## src/rtl/ysyx_25060170_exu_mc.sv

```systemverilog
`default_nettype none
// ============================================================================
// Module   : ysyx_25060170_exu_mc
// Brief    : Multi-cycle execute unit with valid/ready handshakes, registered
//            results and branch decision. Define YSYX_25060170_EXU_MULDIV_EN
//            to build the iterative unsigned mul/divu/remu datapath.
// Revision : 1.0
// ============================================================================
module ysyx_25060170_exu_mc #(
    parameter int XLEN = 32
) (
    input  logic            clk,
    input  logic            rst,
    input  logic            flush,
    input  logic            in_valid,
    output logic            in_ready,
    input  logic [3:0]      alu_op,
    input  logic [XLEN-1:0] op1,
    input  logic [XLEN-1:0] op2,
    input  logic [XLEN-1:0] rs1,
    input  logic [XLEN-1:0] rs2,
    input  logic [2:0]      br_op,
    input  logic            is_jal,
    input  logic            is_jalr,
    input  logic [XLEN-1:0] imm,
    output logic            out_valid,
    input  logic            out_ready,
    output logic [XLEN-1:0] res,
    output logic            br_taken,
    output logic [XLEN-1:0] jump_addr
);
    localparam int SHW = $clog2(XLEN);

    typedef enum logic [1:0] {
        IDLE = 2'd0,
        MUL  = 2'd1,
        DIV  = 2'd2,
        DONE = 2'd3
    } state_t;

    state_t          r_state;
    state_t          w_state_nxt;
    logic            w_accept;
    logic [SHW-1:0]  w_shamt;
    logic [XLEN-1:0] w_alu_res;
    logic [XLEN:0]   w_bsub;
    logic            w_cond;
    logic            w_br_taken;
    logic [XLEN-1:0] w_jsum;
    logic [XLEN-1:0] w_jump;
    logic [XLEN-1:0] r_res;
    logic            r_br;
    logic [XLEN-1:0] r_jump;

    assign in_ready  = (r_state == IDLE) || ((r_state == DONE) && out_ready);
    assign w_accept  = in_valid && in_ready && !flush;
    assign out_valid = (r_state == DONE);
    assign res       = r_res;
    assign br_taken  = r_br;
    assign jump_addr = r_jump;
    assign w_shamt   = op2[SHW-1:0];

`ifdef YSYX_25060170_EXU_MULDIV_EN
    logic [SHW-1:0]  r_cnt;
    logic [XLEN-1:0] r_x;
    logic [XLEN-1:0] r_y;
    logic [XLEN-1:0] r_acc;
    logic            r_is_rem;
    logic            w_start_mul;
    logic            w_start_div;
    logic [XLEN-1:0] w_mul_acc;
    logic [XLEN:0]   w_rsh;
    logic [XLEN:0]   w_diff;
    logic            w_ge;
    logic [XLEN-1:0] w_rem_nxt;
    logic [XLEN-1:0] w_quo_nxt;

    assign w_start_mul = (alu_op == 4'd2);
    assign w_start_div = ((alu_op == 4'd3) || (alu_op == 4'd10)) && (op2 != '0);
    // r_x/r_y hold multiplicand/multiplier or quotient/divisor; r_acc is product or remainder
    assign w_mul_acc   = r_acc + (r_y[0] ? r_x : '0);
    assign w_rsh       = {r_acc, r_x[XLEN-1]};
    assign w_diff      = w_rsh - {1'b0, r_y};
    assign w_ge        = !w_diff[XLEN];
    assign w_rem_nxt   = w_ge ? w_diff[XLEN-1:0] : w_rsh[XLEN-1:0];
    assign w_quo_nxt   = {r_x[XLEN-2:0], w_ge};
`endif

    always_comb begin
        w_alu_res = '0;
        case (alu_op)
            4'd0:  w_alu_res = op1 + op2;
            4'd1:  w_alu_res = op1 - op2;
`ifdef YSYX_25060170_EXU_MULDIV_EN
            // Only reached on divide by zero; nonzero divisors go through DIV
            4'd3:  w_alu_res = '1;
            4'd10: w_alu_res = op1;
`endif
            4'd4:  w_alu_res = op1 & op2;
            4'd5:  w_alu_res = op1 | op2;
            4'd6:  w_alu_res = op1 ^ op2;
            4'd7:  w_alu_res = op1;
            4'd8:  w_alu_res = op1 << w_shamt;
            4'd9:  w_alu_res = op1 >> w_shamt;
            4'd11: w_alu_res = $unsigned($signed(op1) >>> w_shamt);
            4'd12: w_alu_res = {{(XLEN-1){1'b0}}, ($signed(op1) < $signed(op2))};
            4'd13: w_alu_res = {{(XLEN-1){1'b0}}, (op1 < op2)};
            default: w_alu_res = '0;
        endcase
    end

    assign w_bsub = {1'b0, rs1} - {1'b0, rs2};

    always_comb begin
        w_cond = 1'b0;
        case (br_op)
            3'd1: w_cond = (rs1 == rs2);
            3'd2: w_cond = (rs1 != rs2);
            3'd3: w_cond = ($signed(rs1) < $signed(rs2));
            3'd4: w_cond = ($signed(rs1) >= $signed(rs2));
            3'd5: w_cond = w_bsub[XLEN];
            3'd6: w_cond = !w_bsub[XLEN];
            default: w_cond = 1'b0;
        endcase
    end

    assign w_br_taken = w_cond || is_jal || is_jalr;
    assign w_jsum     = op1 + imm;
    assign w_jump     = is_jalr ? {w_jsum[XLEN-1:1], 1'b0} : (is_jal ? w_jsum : '0);

    always_comb begin
        w_state_nxt = r_state;
        if (flush) begin
            w_state_nxt = IDLE;
        end else if (w_accept) begin
            w_state_nxt = DONE;
`ifdef YSYX_25060170_EXU_MULDIV_EN
            if (w_start_mul) begin
                w_state_nxt = MUL;
            end else if (w_start_div) begin
                w_state_nxt = DIV;
            end
`endif
        end else begin
            case (r_state)
                DONE: if (out_ready) w_state_nxt = IDLE;
`ifdef YSYX_25060170_EXU_MULDIV_EN
                MUL, DIV: if (r_cnt == '0) w_state_nxt = DONE;
`endif
                default: w_state_nxt = r_state;
            endcase
        end
    end

    always_ff @(posedge clk) begin
        if (rst) begin
            r_state <= IDLE;
        end else begin
            r_state <= w_state_nxt;
        end
    end

    always_ff @(posedge clk) begin
        if (rst) begin
            r_res  <= '0;
            r_br   <= 1'b0;
            r_jump <= '0;
        end else if (w_accept) begin
            r_res  <= w_alu_res;
            r_br   <= w_br_taken;
            r_jump <= w_jump;
        end
`ifdef YSYX_25060170_EXU_MULDIV_EN
        else if (!flush && (r_state == MUL) && (r_cnt == '0)) begin
            r_res <= w_mul_acc;
        end else if (!flush && (r_state == DIV) && (r_cnt == '0)) begin
            r_res <= r_is_rem ? w_rem_nxt : w_quo_nxt;
        end
`endif
    end

`ifdef YSYX_25060170_EXU_MULDIV_EN
    always_ff @(posedge clk) begin
        if (rst || flush) begin
            r_cnt    <= '0;
            r_x      <= '0;
            r_y      <= '0;
            r_acc    <= '0;
            r_is_rem <= 1'b0;
        end else if (w_accept) begin
            r_cnt    <= (w_start_mul || w_start_div) ? SHW'(XLEN-1) : '0;
            r_x      <= op1;
            r_y      <= op2;
            r_acc    <= '0;
            r_is_rem <= (alu_op == 4'd10);
        end else if (r_state == MUL) begin
            r_acc <= w_mul_acc;
            r_x   <= r_x << 1;
            r_y   <= r_y >> 1;
            if (r_cnt != '0) r_cnt <= r_cnt - SHW'(1);
        end else if (r_state == DIV) begin
            r_acc <= w_rem_nxt;
            r_x   <= w_quo_nxt;
            if (r_cnt != '0) r_cnt <= r_cnt - SHW'(1);
        end
    end
`endif

endmodule
`default_nettype wire

```

## config.mk

```make
export PLATFORM = sky130hd
export DESIGN_NAME = ysyx_25060170_exu_mc
export DESIGN_NICKNAME = d
export VERILOG_FILES = /design/src/rtl/ysyx_25060170_exu_mc.sv
export SDC_FILE = /design/constraint.sdc
export NUM_CORES = 1
export LEC_CHECK = 0
export BUFFER_PORTS_ARGS = -buffer_cell sky130_fd_sc_hd__buf_2
export CORE_AREA = 4 4 239 241
export DETAILED_ROUTE_END_ITERATION = 16
export DIE_AREA = 0 0 243 245
export SYNTH_ARGS = -nofsm -noshare
export SYNTH_HDL_FRONTEND = slang
export SYNTH_SLANG_ARGS = --single-unit
```

## constraint.sdc

```tcl
create_clock -name clk -period 9.1 [get_ports clk]
set_input_delay 0.91 -clock clk [delete_from_list [all_inputs] [get_ports clk]]
set_output_delay 0.91 -clock clk [all_outputs]
set_load 0.01 [all_outputs]
```

==> impl_metrics.csv <==
group,metric,value,unit
outcome,status,"finished clean",
power,p_int,818,uW
power,p_sw,712,uW
critical_path,critPathRequiredTime,9410,ps
yosys,synth_top_area_cell,"ha_1",
critical_path,cp_max_fo,52,
yosys,ys.flop_type,"dfxtp_1",
clocking,htreeDepth,3,
global_routing,grt_pass1_wl,96.3,mm
power,p_clk_share,23.3,%
cells_and_area,final_area,15700,um^2
yosys,synth_enable_flop_cells,0,
run,maxCapViolCount,0,
yosys,synthTopCellsByArea,"ha_1 (15%), mux4_2 (14%), dfxtp_1 (9.7%), a21oi_1 (5.9%), nor2_1 (5.4%)",
yosys,ys_types,98,
floorplanning,rows,86,
sta,hold_violations,0,
cells_and_area,fillers,5958,
sta,drv_slew,0,
sta,hold_ws,451,ps
global_routing,antenna_found_initial,11,
clocking,ctsRootBufferMaster,"clkbuf_16",
sta,post-route-period-util,47.1,%
drt,drc_errors,0,
yosys,async_flop_share,0,%
yosys,avgSynthCellArea,7.69,um^2
power,power.density,97.5,nW/um^2
clocking,cts-buffers-inserted,9,
floorplanning,io_pins,241,
drt,ant_nets,0,
sta,setup_viol,0,
global_routing,grt_max_degree,71,
clocking,path_clk_slew,70,ps
global_routing,grt_pass1_vias,14800,
sta,setup_slack,4820,ps
power,p_seq_share,20.5,%
drt,vias_per_cell,5.85,
sta,slew_headroom,27.1,%
yosys,synth_seq_cells,66,
global_routing,grt_usage,21.2,%
power,p_leak,6.87,nW
critical_path,cp-start-kind,"primary input",
cells_and_area,post-route-util,28.6,%
power,p_comb_share,56.2,%
cells_and_area,syn2layout_area_growth,14.7,%
drt,firstDrtPassIters,6,
floorplanning,coreArea,54900,um^2
global_routing,grt_overflow_total,0,
critical_path,end_kind,"register",
critical_path,path_class,"primary input to register",
power,vdd_ir_drop_max,0.0698,mV
clocking,clock-sinks,66,
drt,drt-total-wl,66.2,mm
sta,rsz0062_at_grt,"false",
sta,max_freq,234,MHz
floorplanning,chipHeight,245,um
power,finalPower,1.53,mW
yosys,ys_warn_count,0,
sta,finalCriticalPeriod,4280,ps
drt,wl_per_cell,25.0,um
place,gp_congestion,1.04,
clocking,cts_tree,"yes",
power,swShare,46.5,%
place,port-buffer-count,240,
yosys,synth_top_area_share,14.6,%
clocking,postCtsHoldBufs,0,
clocking,post_cts_resized,0,
yosys,syn_area,13700,um^2
critical_path,cp.arrival,4590,ps
clocking,clk_path_buf_depth,2,
place,dpl.hpwl,50.8,mm
sta,tns,0,ps
sta,clock_skew,14.6,ps
cells_and_area,drive_gt1_share,21.2,%
cells_and_area,final_net_count,2275,
cells_and_area,stdcell_count,2650,
floorplanning,fp.dieArea,59500,um^2
floorplanning,start_util,24.9,%
place,placed_cell_area,15400,um^2
clocking,clock_latency,370,ps
yosys,yosysSeqAreaShare,9.66,%
yosys,syn-num-nets,2115,
drt,drt_iter0_drc,1743,
place,place_ws,4520,ps
sta,worst_pin_slew,1090,ps
drt,vias,15500,
floorplanning,fp.dieW,243,um
clocking,cts_setup_buffers,0,
yosys,syn_inst,1778,
min_path,hp-class,"register to register",
place,place_inst,2631,
-- cell usage after synthesis (39+ instances only) --
library cell	count
a21o_1	39
a21oi_1	160
clkbuf_1	61
dfxtp_1	66
ha_1	160
inv_1	150
mux4_2	83
nand2_1	116
nor2_1	196
nor3_1	49
o21ai_0	97
-- flip-flops by register name, summed over array words and instances, names as in the netlist --
signal	cells
br_taken	1
jump_addr	32
r_state	1
res	32
-- layer usage --
layer  track usage [%]  wire [um]  vias to the layer above
met4              9.78       3490                       14
met2              33.4      29400                      860
met5                 0         92                        -
met1              27.2      27000                     7471
met3              5.54       6240                      171
li1                  -          -                     6995
-- final cells by class --
class / count / area, um^2 / share of cell area, %
clock buffer: 11 / 243 / 1.55
tap: 704 / 881 / 5.62
multi-input combinational: 1439 / 11200 / 71.6
timing repair buffer: 263 / 1380 / 8.79
sequential: 66 / 1320 / 8.42
clock inverter: 5 / 30.0 / 0.191
inverter: 159 / 597 / 3.81
antenna: 3 / 7.51 / 0.0479
-- cell families after synthesis --
kind of cell             Yosys count  share of synthesized area (%)
AO/OA/AOI/OAI                    597                           29.7
XOR/XNOR                          40                           2.56
adder cells (fa/ha/maj)          163                           15.1
buffers and inverters            273                           8.31
flip-flops                        66                           9.66
multiplexers                     130                           17.3
AND/OR/NAND/NOR                  509                           17.4
-- placed cells by master (no fill, tap or decap), types with 12 or more instances in the layout --
cell | Yosys | routed
buf_2 | 33 | 238
nor2_1 | 196 | 195
a21oi_1 | 160 | 160
ha_1 | 160 | 160
inv_1 | 150 | 150
nand2_1 | 116 | 116
o21ai_0 | 97 | 97
mux4_2 | 83 | 83
dfxtp_1 | 66 | 66
nor3_1 | 49 | 48
a21o_1 | 39 | 39
a22oi_1 | 33 | 33
mux2i_1 | 33 | 33
nand3_1 | 30 | 30
a211oi_1 | 29 | 29
xnor2_1 | 27 | 27
or3_1 | 25 | 25
buf_4 | 2 | 25
o21ai_1 | 23 | 23
a221oi_1 | 21 | 21
o21a_1 | 19 | 19
nor2b_1 | 16 | 16
nand4_1 | 16 | 16
o21bai_1 | 16 | 16
a31oi_1 | 16 | 16
xor2_1 | 13 | 13
o211ai_1 | 12 | 12
o22ai_1 | 12 | 12
-- worst paths after layout --
check | startpoint | endpoint | slack (ps) | cells after the start
max | op2[2] | res[30] | 4820 | 13
min | jump_addr[17] | jump_addr[17] | 450 | 2
max reg2reg | r_state[0] | res[25] | 6010 | 9
min reg2reg | jump_addr[17] | jump_addr[17] | 450 | 2
-- power by group through the flow --
stage | combinational, mW | clock (mW) | sequential, mW
2_1_floorplan | 0.550 | 0 | 0.323
3_3_place_gp | 0.840 | 0 | 0.319
3_5_place_dp | 0.841 | 0 | 0.319
4_1_cts | 0.846 | 0.367 | 0.313
5_1_grt | 0.926 | 0.379 | 0.315
6_report | 0.860 | 0.357 | 0.313
-- critical path, stage by stage --
cell	delay, ps
buf_2	640
inv_2	40
buf_4	370
ha_1	480
o21ba_1	240
nor4_2	180
nor3_1	120
o21ai_2	230
a31o_1	280
a21oi_1	170
o41a_1	440
mux2_1	320
o2bb2ai_1	130
Power figures use the tool's default switching activity.
